$ cat config.mk
export PLATFORM = sky130hd
export DESIGN_NAME = add_rr_arbiter
export DESIGN_NICKNAME = d
export VERILOG_FILES = /design/src/rtl/add_rr_arbiter.sv
export SDC_FILE = /design/constraint.sdc
export NUM_CORES = 1
export LEC_CHECK = 0
export BUFFER_PORTS_ARGS = -buffer_cell sky130_fd_sc_hd__buf_2
export CORE_AREA = 2 2 163 165
export DETAILED_ROUTE_END_ITERATION = 6
export DIE_AREA = 0 0 165 167
export MAX_ROUTING_LAYER = met4
export PLACE_DENSITY = 0.59
export SKIP_LAST_GASP = 1
export SYNTH_ARGS = -nofsm -noshare
export SYNTH_HDL_FRONTEND = slang
export SYNTH_SLANG_ARGS = --single-unit
$ cat constraint.sdc
create_clock -name clock -period 12 [get_ports clock]
set_input_delay 0.6 -clock clock [delete_from_list [all_inputs] [get_ports clock]]
set_output_delay 0.6 -clock clock [all_outputs]
set_load 0.1 [all_outputs]
$ cat src/rtl/add_rr_arbiter.sv
// add_rr_arbiter: round-robin sharing of one signed adder across NUM_REQ FIFO channels
//   clock/reset            rising-edge clock, synchronous active-low reset
//   x_in_*/y_in_*          show-ahead operand FIFOs per channel (dout, empty, rd_en)
//   out_full/wr_en/din     result FIFO per channel
//   busy/grant_id          a result is held for channel grant_id
//   ovf_flags/ovf_clr      sticky signed-overflow flags per channel, clear wins over set
module add_rr_arbiter #(
  parameter int NUM_REQ = 4,
  parameter int DATA_SIZE = 32,
  localparam int GW = $clog2(NUM_REQ)
) (
  input  logic                               clock,
  input  logic                               reset,
  input  logic [NUM_REQ-1:0][DATA_SIZE-1:0]  x_in_dout,
  input  logic [NUM_REQ-1:0]                 x_in_empty,
  output logic [NUM_REQ-1:0]                 x_in_rd_en,
  input  logic [NUM_REQ-1:0][DATA_SIZE-1:0]  y_in_dout,
  input  logic [NUM_REQ-1:0]                 y_in_empty,
  output logic [NUM_REQ-1:0]                 y_in_rd_en,
  input  logic [NUM_REQ-1:0]                 out_full,
  output logic [NUM_REQ-1:0]                 out_wr_en,
  output logic [NUM_REQ-1:0][DATA_SIZE-1:0]  out_din,
  output logic                               busy,
  output logic [GW-1:0]                      grant_id,
  output logic [NUM_REQ-1:0]                 ovf_flags,
  input  logic [NUM_REQ-1:0]                 ovf_clr
);
  typedef enum logic {ARB, WRITE} state_t;
  state_t state;
  logic [GW-1:0] rr_ptr, grant, pick;
  logic [DATA_SIZE-1:0] sum, add;
  logic [NUM_REQ-1:0] elig, ovf_set;
  logic found, ovf, take, wr;
  int j;
  assign elig = ~x_in_empty & ~y_in_empty & ~out_full;
  // scan downward so the eligible channel closest above rr_ptr is the last one assigned
  always_comb begin
    pick = rr_ptr;
    found = 1'b0;
    j = 0;
    for (int k = NUM_REQ - 1; k >= 0; k--) begin
      j = int'(rr_ptr) + k;
      j = (j >= NUM_REQ) ? j - NUM_REQ : j;
      if (elig[j]) begin
        pick = GW'(j);
        found = 1'b1;
      end
    end
  end
  assign add = x_in_dout[pick] + y_in_dout[pick];
  assign ovf = (x_in_dout[pick][DATA_SIZE-1] == y_in_dout[pick][DATA_SIZE-1]) &&
               (add[DATA_SIZE-1] != x_in_dout[pick][DATA_SIZE-1]);
  // strobes are suppressed while reset is asserted so nothing is popped or pushed then
  assign take = reset && state == ARB && found;
  assign wr = reset && state == WRITE && !out_full[grant];
  assign ovf_set = (take && ovf) ? (NUM_REQ'(1) << pick) : '0;
  assign busy = state == WRITE;
  assign grant_id = grant;
  always_comb begin
    x_in_rd_en = '0;
    y_in_rd_en = '0;
    out_wr_en = '0;
    out_din = '0;
    x_in_rd_en[pick] = take;
    y_in_rd_en[pick] = take;
    out_wr_en[grant] = wr;
    out_din[grant] = (state == WRITE) ? sum : '0;
  end
  always_ff @(posedge clock) begin
    if (!reset) begin
      state <= ARB;
      rr_ptr <= '0;
      sum <= '0;
      grant <= '0;
      ovf_flags <= '0;
    end else begin
      ovf_flags <= (ovf_flags | ovf_set) & ~ovf_clr;
      if (take) begin
        sum <= add;
        grant <= pick;
        state <= WRITE;
      end else if (wr) begin
        rr_ptr <= (grant == GW'(NUM_REQ - 1)) ? '0 : grant + 1'b1;
        state <= ARB;
      end
    end
  end
endmodule
## Word-level counts from Yosys, hierarchy flattened

Cells that the tools add are included.

- Flip-flop bits (word level): 41
- Bits of input ports: 274
- Output and inout bits: 147
- Word-level logic and storage cells: 95

- Add/subtract/negate cells: 9
- Order comparisons: 12
- Equality and inequality tests: 3
- Shift-type cells: 1
- Multiplexer cells: 41
- Bitwise gates (word level): 13
- Reduce and logical (&&, ||, !) cells: 11

Operators with widths:

| cell | number |
|---|---|
| two-way mux 32 bit | 8 |
| bitwise AND 128 bit | 1 |
| binary-select mux 32 bit (select 2 bit) | 2 |
| less-than comparator 32 x 4 -> 1 bit (second input constant) | 4 |
| demux 32 bit (select 2 bit) | 1 |
| adder 32 bit | 1 |
| bitwise AND 4 bit | 5 |
| two-way mux 1 bit | 17 |
| inverter 4 bit | 4 |
| subtractor 3 x 3 -> 4 bit (second input constant) | 3 |
| binary-select mux 1 bit (select 2 bit) | 5 |
| two-way mux 2 bit | 5 |
| greater-or-equal comparator 3 bit (second input constant) | 3 |
| logical AND 1 bit | 8 |
| adder 2 x 2 -> 3 bit (second input constant) | 2 |
| less-than comparator 2 x 3 -> 1 bit (second input constant) | 2 |
| demux 1 bit (select 2 bit) | 2 |
| greater-or-equal comparator 2 x 1 -> 1 bit (second input constant) | 2 |
| two-way mux 4 bit | 1 |
| OR 4 bit | 1 |
| left shift 1 x 2 -> 4 bit (first input constant) | 1 |
| subtractor 2 x 3 -> 4 bit (second input constant) | 1 |
| adder 2 x 1 -> 3 bit (second input constant) | 1 |
| greater-or-equal comparator 2 x 3 -> 1 bit (second input constant) | 1 |
| other kinds (8) | 9 |

## Depth between registers and ports, before layout

- Depth after elaboration: 19
- Mapped depth: 19
- Mapped depth without buffers: 17

## Worst setup path before layout

OpenSTA, ideal clock, no wires.

- Kind: input port to output port
- Start: input x_in_empty[3]
- End: output y_in_rd_en[2]
- Data arrival time: 4.508 ns
- Data required time: 11.400 ns
- Setup slack: 6.892 ns
- Stages: 6
- Path buffers: 2
- Cells stage by stage: nor3_1 > nor4_1 > or3b_2 > clkbuf_1 > nor3_1 > buf_4

- Word-level cells in the longest chain between the ends: 15
- Elaborated cells on any way between the ends: 30
- Classes of those cells: order compare (2); mux (22); bitwise (4); reduce/logical (2)

Ends and longest elaborated chain:

| item | RTL line | text |
|---|---|---|
| from (decl) | 15 | `input logic [NUM_REQ-1:0] x_in_empty,` |
| inverter 4 bit (*) | 35 | `assign elig = ~x_in_empty & ~y_in_empty & ~out_full;` |
| bitwise AND 4 bit (*) (2 in a row) | 35 |  |
| binary-select mux 1 bit (select 2 bit) | 44 | `if (elig[j]) begin` |
| two-way mux 1 bit (not written as such) (2 in a row) | 44 |  |
| two-way mux 2 bit (4 in a row) | 44 |  |
| less-than comparator 2 x 3 -> 1 bit / greater-or-equal comparator 2 x 1 -> 1 bit (equally long branches) | -- |  |
| logical AND 1 bit | -- |  |
| two-way mux 1 bit | -- |  |
| demux 1 bit (select 2 bit) | -- |  |
| bitwise AND 4 bit (no line) (*) | -- |  |
| to (decl) | 19 | `output logic [NUM_REQ-1:0] y_in_rd_en,` |

Every way passes the cells marked *; elsewhere a longest branch is shown, timed or not. The select of a mux whose other input is x is not followed.

## Final worst setup path

- Start: input x_in_empty[2]
- End: register ovf_flags[3]

- Word-level cells in the longest chain between the ends: 19
- Elaborated cells on any way between the ends: 37
- Classes of those cells: add/sub (1); eq/ne (2); shift (1); mux (25); bitwise (5); reduce/logical (3)

Ends and longest elaborated chain:

| item | RTL line | text |
|---|---|---|
| inverter 4 bit (*) | 35 |  |
| bitwise AND 4 bit (*) (2 in a row) | 35 |  |
| binary-select mux 1 bit (select 2 bit) | 44 |  |
| two-way mux 1 bit (not written as such) (2 in a row) | 44 |  |
| two-way mux 2 bit (4 in a row) | 44 |  |
| binary-select mux 32 bit (select 2 bit), on equally long branches | 50, 51, 52 |  |
| two-way mux 32 bit, on equally long branches | 50, 51, 52 |  |
| adder 32 bit | 50 | `assign add = x_in_dout[pick] + y_in_dout[pick];` |
| != test 1 bit | 52 | `(add[DATA_SIZE-1] != x_in_dout[pick][DATA_SIZE-1]);` |
| logical AND 1 bit | 51 | `assign ovf = (x_in_dout[pick][DATA_SIZE-1] == y_in_dout[pick][DATA_SIZE-1]) &&` |
| logical AND 1 bit | 56 | `assign ovf_set = (take && ovf) ? (NUM_REQ'(1) << pick) : '0;` |
| two-way mux 4 bit (*) | 56 |  |
| OR 4 bit (*) | 77 | `ovf_flags <= (ovf_flags \| ovf_set) & ~ovf_clr;` |
| bitwise AND 4 bit (*) | 77 |  |
| to (signal assigned) | 77 |  |
| to (decl) | 25 | `output logic [NUM_REQ-1:0] ovf_flags,` |

Marks and branches as above.
A chain may end at the register's enable or synchronous reset.

==> impl_metrics.env <==
export IMPL_outcome="finished clean"
export IMPL_ir_drop_uv=66.4
export IMPL_critical_path_slowest_cell="buf_4"
export IMPL_core_area_um2=25800
export IMPL_antenna_found_initial=2
export IMPL_clock_fmax_mhz=178
export IMPL_synth_mux_area_frac=0.0199
export IMPL_cp_required_ps=12170
export IMPL_final_common_cell="buf_2"
export IMPL_insertion_delay_ps=290
export IMPL_post_place_ws_ps=6050
export IMPL_cap_violations=0
export IMPL_rows=59
export IMPL_whs_ps=463
export IMPL_syn_to_final_growth_pct=39.9
export IMPL_rsz0062_at_grt="no"
export IMPL_cts_root_buf="clkbuf_16"
export IMPL_synth_top_area_frac=0.139
export IMPL_postSynthCellCount=919
export IMPL_final_max_slew_viol_count=0
export IMPL_synthFlopType="dfxtp_1"
export IMPL_cts_sinks=41
export IMPL_path_buf_inv=3
export IMPL_yosys_warnings=0
export IMPL_final_cell_mix="buf_2, nand2_1, and3_1, and2_1, a31oi_1"
export IMPL_cts_buffers=5
export IMPL_path_clk_slew_ps=60
export IMPL_postCtsSetupBuffers=0
export IMPL_avgViaCountPerCell=5.07
export IMPL_grt_pass1_vias=7168
export IMPL_cpPeakStageDelay_ps=600
export IMPL_drtPass1Iterations=5
export IMPL_gp_congestion=0.839
export IMPL_synth_area_leaders="and3_1, dfxtp_1, nand2_1"
export IMPL_drt_wl_total_mm=27.4
export IMPL_hold_viol_final=0
export IMPL_synthXorXnorAreaFrac=0.0302
export IMPL_vias=8132
export IMPL_cp_max_fo=69
export IMPL_yosysSeqAreaShare=0.135
export IMPL_antenna_left=0
export IMPL_synth_distinct_cells=63
export IMPL_io_buffer_count=420
export IMPL_syn_area_per_cell_um2=6.62
export IMPL_synthesis_nets=1229
export IMPL_p_leak_nw=4.69
export IMPL_worst_setup_path_end_kind="flop"
export IMPL_die_width_um=165
export IMPL_worst_pin_slew_ps=1100
export IMPL_fin_crit_ps=5620
export IMPL_synthArstFlopShare=0
export IMPL_post_cts_resized=0
export IMPL_fin_tns_setup_ps=0
export IMPL_power_density_nw_per_um2=117
export IMPL_dp_hpwl_mm=22.1
export IMPL_cts_tree="done"
export IMPL_die_area_um2=27600
export IMPL_ioPinCount=421
export IMPL_nets=1575
export IMPL_hold_class="reg2reg"
export IMPL_finalSetupViolCount=0
export IMPL_wl_per_cell_um=17.1
export IMPL_cp_cell_sequence="buf_2 > or3_1 > nor3_1 > a2111oi_2 > o21ba_4 > buf_4 > buf_4 > a211oi_1 > a31oi_1 > ha_1 > and3_1 > nand2_1 > o311ai_1 > o311ai_1 > o21a_1 > a21oi_1 > mux2i_2 > o2bb2ai_1"
export IMPL_fillers=2838
export IMPL_crit_type="in2reg"
export IMPL_fin_ws_ps=6380
export IMPL_layout_drive_gt1_share=0.357
export IMPL_synth_simple_area_share=0.397
export IMPL_grt_pass1_wl_mm=39.5
export IMPL_synth_compound_area_frac=0.277
export IMPL_skew_ps=3.98
export IMPL_start_util=0.236
export IMPL_overflow=0
export IMPL_maxSlewHeadroom=0.264
export IMPL_route_detailed_drc=0
export IMPL_chipHeight_um=167
export IMPL_synth_edf_count=0
export IMPL_cpLargestDelayFamily="compound AO/OA/AOI/OAI gates"
export IMPL_cp_arrival_ps=5790
export IMPL_yosys_area_top_type="and3_1"
export IMPL_drt_iter0_markers=380
export IMPL_synth_fa_ha_area_frac=0.0753
export IMPL_ys_seq_elements=41
export IMPL_synth_top_family_by_area="simple AND/OR/NAND/NOR gates"
export IMPL_grt_max_degree=134
export IMPL_ctsHoldBuffers=0
export IMPL_cts_htree_levels=2
export IMPL_fin_crit_sh=0.468
export IMPL_clockBufferDepth=2
export IMPL_grt_use_total=0.190
export IMPL_reg2reg_slack_ps=6780
export IMPL_critPathLaunchType="input pin"
export IMPL_synth_area_um2=6080
## metrics by stage
stage	std cells	utilization	total power [mW]	instance area, um^2
after floorplan	919	-	0.638	6080
after global placement	1593	0.324	0.831	8340
after detailed placement	1593	0.324	0.835	8340
after CTS	1601	0.330	1.00	8510
after global routing	1602	0.330	1.08	8510
final	1603	0.330	0.994	8510
## kinds of logic (layout without fill, tap and decap cells)
group           after synthesis  count (layout)
buf+inv                      99             446
fa+ha+maj                    36              36
simple gates                461             461
other cells                   0               2
mux                           8               8
xor+xnor                     21              21
compound gates              253             253
flops                        41              41
## power breakdown
group          total (mW)  leakage [nW]  switching (mW)  internal, mW
logic               0.604          4.27           0.376         0.228
clock network       0.162        0.0841          0.0583         0.104
registers           0.227         0.337          0.0611         0.166
## layout make-up
type	instances	area, um^2	share of cell area
tap	335	419	0.0492
clock buffer	7	143	0.0168
sequential	41	822	0.0965
antenna	2	5.00	0.000588
multi-input combinational	779	4900	0.575
clock inverter	1	30.0	0.00353
inverter	10	37.5	0.00441
timing repair buffer	428	2160	0.254
## state kept, by name, summed over array words and instances, names as in the netlist
name,count
sum,32
ovf_flags,4
grant_id,2
rr_ptr,2
busy,1
## Yosys cell counts, types with 4 or more instances
cell / instances
xnor2_1: 9
inv_1: 10
nor2_1: 31
xor2_1: 12
a21o_1: 8
mux2i_1: 4
and3_1: 135
nand3b_1: 7
buf_4: 4
nand2_1: 149
nand3_1: 32
a31oi_1: 68
a21oi_1: 28
nor3_1: 13
and2_1: 71
o21ai_1: 4
o21a_1: 8
clkbuf_1: 68
a211oi_1: 66
o21ai_0: 37
buf_1: 15
ha_1: 35
o31ai_1: 6
dfxtp_1: 41
## path summary, 6_finish.rpt
path / endpoint / start / depth (start not counted)
hold / removal: ovf_flags[3] / ovf_flags[3] / 1
hold reg to reg: ovf_flags[3] / ovf_flags[3] / 1
setup / recovery: ovf_flags[3] / x_in_empty[2] / 18
setup reg to reg: ovf_flags[3] / rr_ptr[1] / 16
## layer usage
| metal | part of all wire | up-vias | GRT usage |
|---|---|---|---|
| li1 | - | 4058 | - |
| met1 | 0.47 | 3704 | 0.245 |
| met2 | 0.46 | 347 | 0.316 |
| met3 | 0.057 | 23 | 0.0257 |
| met4 | 0.014 | 0 | 0.0397 |
| met5 | 0 | - | - |
Note: power is estimated with default switching activity, not from simulation.
